**config.mk**
```make
export PLATFORM = sky130hd
export DESIGN_NAME = fft_result_streamer
export DESIGN_NICKNAME = d
export VERILOG_FILES = /design/src/rtl/fft_pkg.sv /design/src/rtl/fft_frame_buf.sv /design/src/rtl/fft_result_streamer.sv
export SDC_FILE = /design/constraint.sdc
export NUM_CORES = 1
export LEC_CHECK = 0
export CORE_UTILIZATION = 39
export DETAILED_ROUTE_END_ITERATION = 10
export SLEW_MARGIN = 0
export SYNTH_ARGS = -nofsm -noshare
export SYNTH_HDL_FRONTEND = slang
export SYNTH_HIERARCHICAL = 1
export SYNTH_SLANG_ARGS = --single-unit
```
**constraint.sdc**
```tcl
create_clock -name clock -period 32 [get_ports clock]
set_input_delay 4.8 -clock clock [delete_from_list [all_inputs] [get_ports clock]]
set_output_delay 4.8 -clock clock [all_outputs]
set_load 0.03 [all_outputs]
```
**src/rtl/fft_pkg.sv**
```systemverilog
// rtl/fft_pkg.sv - shared defaults, FSM state type and complex word type for the FFT output stage
package fft_pkg;

  localparam int FFT_N      = 8;
  localparam int FFT_DATA_W = 16;

  typedef enum logic {
    ST_IDLE   = 1'b0,
    ST_STREAM = 1'b1
  } state_t;

  typedef struct packed {
    logic [FFT_DATA_W-1:0] re;
    logic [FFT_DATA_W-1:0] im;
  } cplx_t;

endpackage

```
**src/rtl/fft_frame_buf.sv**
```systemverilog
// rtl/fft_frame_buf.sv - N-word complex frame register with parallel load, indexed read and ovf bit
import fft_pkg::*;

module fft_frame_buf #(
  parameter int N      = FFT_N,
  parameter int DATA_W = FFT_DATA_W,
  parameter int IDX_W  = $clog2(N)
) (
  input  logic                  clock,
  input  logic                  load,
  input  logic [N*DATA_W-1:0]   load_re,
  input  logic [N*DATA_W-1:0]   load_im,
  input  logic                  load_ovf,
  input  logic [IDX_W-1:0]      rd_idx,
  output logic [DATA_W-1:0]     rd_re,
  output logic [DATA_W-1:0]     rd_im,
  output logic [N*DATA_W-1:0]   vec_re,
  output logic [N*DATA_W-1:0]   vec_im,
  output logic                  ovf
);

  logic [N*DATA_W-1:0] re_q;
  logic [N*DATA_W-1:0] im_q;
  logic                ovf_q;

  // Contents are don't-care after reset, so the array carries no reset.
  always_ff @(posedge clock) begin
    if (load) begin
      re_q  <= load_re;
      im_q  <= load_im;
      ovf_q <= load_ovf;
    end
  end

  assign rd_re  = re_q[rd_idx*DATA_W +: DATA_W];
  assign rd_im  = im_q[rd_idx*DATA_W +: DATA_W];
  assign vec_re = re_q;
  assign vec_im = im_q;
  assign ovf    = ovf_q;

endmodule

```
**src/rtl/fft_result_streamer.sv**
```systemverilog
// rtl/fft_result_streamer.sv - captures FFT result frames and streams them one bin per cycle
import fft_pkg::*;

module fft_result_streamer #(
  parameter int N      = FFT_N,
  parameter int DATA_W = FFT_DATA_W,
  parameter int IDX_W  = $clog2(N)
) (
  input  logic                clock,
  input  logic                reset,
  input  logic                Wr_En_X,
  input  logic [N*DATA_W-1:0] X_re_in,
  input  logic [N*DATA_W-1:0] X_im_in,
  input  logic                Overflow,
  output logic                out_valid,
  input  logic                out_ready,
  output logic [DATA_W-1:0]   out_re,
  output logic [DATA_W-1:0]   out_im,
  output logic [IDX_W-1:0]    out_idx,
  output logic                out_last,
  output logic                out_ovf,
  output logic                busy,
  output logic                drop_err
);

  state_t             state, state_nxt;
  logic [IDX_W-1:0]   idx, idx_nxt;
  logic               pend_v, pend_v_nxt;
  logic               drop_nxt;
  logic               act_load, act_from_pend, pend_load;

  logic               streaming, xfer, at_last, last_beat;

  logic [DATA_W-1:0]   act_rd_re, act_rd_im;
  logic [N*DATA_W-1:0] act_vec_re_unused, act_vec_im_unused;
  logic                act_ovf;
  logic [DATA_W-1:0]   pend_rd_re_unused, pend_rd_im_unused;
  logic [N*DATA_W-1:0] pend_vec_re, pend_vec_im;
  logic                pend_ovf;

  assign streaming = (state == ST_STREAM);
  assign xfer      = streaming & out_ready;
  assign at_last   = (idx == IDX_W'(N-1));
  assign last_beat = xfer & at_last;

  always_comb begin
    state_nxt     = state;
    idx_nxt       = idx;
    pend_v_nxt    = pend_v;
    drop_nxt      = 1'b0;
    act_load      = 1'b0;
    act_from_pend = 1'b0;
    pend_load     = 1'b0;
    case (state)
      ST_IDLE: begin
        if (Wr_En_X) begin
          act_load  = 1'b1;
          idx_nxt   = '0;
          state_nxt = ST_STREAM;
        end
      end
      ST_STREAM: begin
        if (last_beat) begin
          idx_nxt = '0;
          // Pending frame takes priority so frames leave in capture order.
          if (pend_v) begin
            act_load      = 1'b1;
            act_from_pend = 1'b1;
            if (Wr_En_X) pend_load  = 1'b1;
            else         pend_v_nxt = 1'b0;
          end else if (Wr_En_X) begin
            act_load = 1'b1;
          end else begin
            state_nxt = ST_IDLE;
          end
        end else begin
          if (xfer) idx_nxt = idx + IDX_W'(1);
          if (Wr_En_X) begin
            if (!pend_v) begin
              pend_load  = 1'b1;
              pend_v_nxt = 1'b1;
            end else begin
              drop_nxt = 1'b1;
            end
          end
        end
      end
      default: begin
        state_nxt  = ST_IDLE;
        idx_nxt    = '0;
        pend_v_nxt = 1'b0;
      end
    endcase
  end

  always_ff @(posedge clock) begin
    if (!reset) begin
      state    <= ST_IDLE;
      idx      <= '0;
      pend_v   <= 1'b0;
      drop_err <= 1'b0;
    end else begin
      state    <= state_nxt;
      idx      <= idx_nxt;
      pend_v   <= pend_v_nxt;
      drop_err <= drop_nxt;
    end
  end

  fft_frame_buf #(.N(N), .DATA_W(DATA_W), .IDX_W(IDX_W)) u_active (
    .clock    (clock),
    .load     (act_load),
    .load_re  (act_from_pend ? pend_vec_re : X_re_in),
    .load_im  (act_from_pend ? pend_vec_im : X_im_in),
    .load_ovf (act_from_pend ? pend_ovf    : Overflow),
    .rd_idx   (idx),
    .rd_re    (act_rd_re),
    .rd_im    (act_rd_im),
    .vec_re   (act_vec_re_unused),
    .vec_im   (act_vec_im_unused),
    .ovf      (act_ovf)
  );

  fft_frame_buf #(.N(N), .DATA_W(DATA_W), .IDX_W(IDX_W)) u_pending (
    .clock    (clock),
    .load     (pend_load),
    .load_re  (X_re_in),
    .load_im  (X_im_in),
    .load_ovf (Overflow),
    .rd_idx   (idx),
    .rd_re    (pend_rd_re_unused),
    .rd_im    (pend_rd_im_unused),
    .vec_re   (pend_vec_re),
    .vec_im   (pend_vec_im),
    .ovf      (pend_ovf)
  );

  // Gate data with the state so idle outputs read as zero regardless of buffer contents.
  assign out_valid = streaming;
  assign out_re    = streaming ? act_rd_re : '0;
  assign out_im    = streaming ? act_rd_im : '0;
  assign out_idx   = idx;
  assign out_last  = streaming & at_last;
  assign out_ovf   = streaming & act_ovf;
  assign busy      = pend_v;

endmodule

```
==> run metrics <==
Post-Syn Area 21,200 µm²; I/O pins 301; Initial Utilization 39.5%; WP data required 27,200 ps; initial antenna violation count 7; Hold WC Path Type reg2reg; CTS sink cnt 520; Critical Path Slowest Stage Cell buf_4; worst skew pair latency 590 ps; startpoint types flip-flop; min cycle time layout 8840 ps; Pins Over Slew Limit 0; clock slew at reported path FFs 60 ps; drt drc 0; final wirelength 47,000 µm; Fmax 0.113 GHz; Post-CTS Setup Bufs 0; worst hold slack 523 ps; DR pass1 iterations 4; relative slew slack 19.7%; Num CTS Buffers 55; hold-fix buffers at CTS 0; post_cts resized 0; H-tree Lvls 2; max_cap viols 0; Worst Setup SP out_idx[0]$_SDFFE_PN0P_; standard-cell row count 85; crit-path cells buf_4 -> mux4_1 -> mux2_2 -> and2_1 -> clkdlybuf4s50_1; Nets 1,568; mean area per synthesized cell 21.5 µm²; Post-DRT Antenna Nets 0; Net Sw Frac 21.1%; synth warn 6; Reg area 15,600 µm²; flop-to-flop setup slack 26,910 ps; die area 55,400 µm²; Area Growth Syn to Fin 25.5%; Total GRT Usage 17.1%; PD cells 59.2 nW/µm²; CP Capture Type primary output; kind of critical path reg2out; Port Buffers 300; number of global-route vias before repair 11,000; multi-input logic area 5270 µm²; crit path buf inv count 2; Max stage delay on crit path 840 ps; Worst Path Arrival 4040 ps; Hold Crit Depth 1; Detailed Route Iter0 Violations 638; slew at the pin closest to its max-slew limit 1200 ps; Final Core Density 49.5%; CTS tree done; CP Max Fanout 40; family with the most delay on the worst path buffers and inverters; CTS root buf clkbuf_16; Setup TNS 0 ps; fin crit share 27.6%; Final Skew 7.54 ps; routed len/inst 23.0 µm; Power Internal 1.25 mW; clock network fraction of total power 41.3%; Crit path depth 5; Bufs on Longest Clock Path 3; Final Hold Vio Count 0; Min-Delay Endpoint u_active/vec_re[95]$_DFFE_PP_; Die Span Y 235 µm; worst r2r path cells 6; r2r endpoint u_active/vec_re[125]$_DFFE_PP_; static leakage 8.80 nW; FF-to-FF Start out_idx[1]$_SDFFE_PN0P_; combinational fraction of design power 7.5%; hold_sp u_pending/vec_re[95]$_DFFE_PP_; largest net degree at the start of global routing 170; status finished clean; final setup vio count 0; syn_nets 1,252; Synth Instances 989; vias per cell 5.11; RSZ-0062 raised after global routing no; total net switching power 0.333 mW; peak supply drop 41.2 µV; share of cells above drive strength 1 14.1%; global route overflow 0; DR vias 10,500; first-pass GRT wire length 70,700 µm; GPL Wtd Cong 0.788; Core ar. 53,800 µm²; filler instances 4,440; die width 235 µm; post-detail-place hpwl 30,000 µm; part of the power in registers 51.2%
## through the flow
stage / instances / power [mW] / area [µm²] / worst slack [ps]
floorplan: 989 / 0.896 / 21200 / 8340
global route: 2045 / 1.64 / 26700 / 22910
CTS: 2044 / 1.60 / 26700 / 22960
finish: 2046 / 1.58 / 26700 / 23160
global placement: 1944 / 0.941 / 24800 / 23120
detailed placement: 1944 / 0.944 / 24800 / 23010
## layout make-up
type,instances,share of cell area [%]
clock inverters,37,1.47
diodes,2,0.0188
well taps,696,3.27
repair buffers,312,11.6
flip-flops and latches,520,58.4
clock buffers,63,5.43
multi-input cells,416,19.8
## flip-flops by register name, summed over array words and instances (netlist names)
name and count:
u_pending/ovf 1, out_idx 3, drop_err 1, u_active/vec_im 128
busy 1, out_valid 1, u_active/vec_re 128, u_pending/vec_im 128
u_pending/vec_re 128, u_active/ovf 1
## how the worst max path moves through the flow
stage                               endpoint  slack (ps)
2_1_floorplan        u_pending/ovf$_DFFE_PP_        8340
4_1_cts                            out_im[4]       22960
5_1_grt                            out_im[4]       22910
3_5_place_dp   u_active/vec_re[41]$_DFFE_PP_       23010
3_3_place_gp   u_active/vec_re[13]$_DFFE_PP_       23120
6_report                           out_im[4]       23160
## power by group through the flow
stage | Clock, mW | Sequential [mW] | Combinational (mW)
final | 0.652 | 0.808 | 0.119
after global routing | 0.697 | 0.812 | 0.128
after CTS | 0.671 | 0.809 | 0.122
after detailed placement | 0 | 0.823 | 0.121
after global placement | 0 | 0.822 | 0.120
after floorplan | 0 | 0.839 | 0.0567
## layout by cell type, fill, tap and decap left out, types with 2 or more instances in the layout
cell type and count:
dfxtp_1 2, nand2_1 9, clkinv_2 11, and2_1 34, edfxtp_1 514, diode_2 2
mux4_1 40, mux2_2 64, clkbuf_16 57, mux4_2 24, bufinv_16 8, o22ai_1 2
a21oi_1 2, clkinv_1 11, clkbuf_1 6, clkinvlp_4 4, buf_4 11, dfxtp_4 2
clkinv_4 3, ha_1 2, clkdlybuf4s50_1 300, mux2_1 226, o21ai_0 2, dfxtp_2 2
## metal layers
| metal | vias to the layer above | share of wire, % | global-route usage (%) | wire length [µm] |
|---|---|---|---|---|
| met5 | - | 0.17 | 0 | 82 |
| met1 | 5397 | 43 | 22.6 | 20400 |
| met4 | 12 | 1.5 | 4.44 | 689 |
| li1 | 4689 | - | - | - |
| met3 | 68 | 6.3 | 4.54 | 2950 |
| met2 | 295 | 49 | 28.1 | 22900 |
Note: power is estimated with default switching activity, not from simulation.
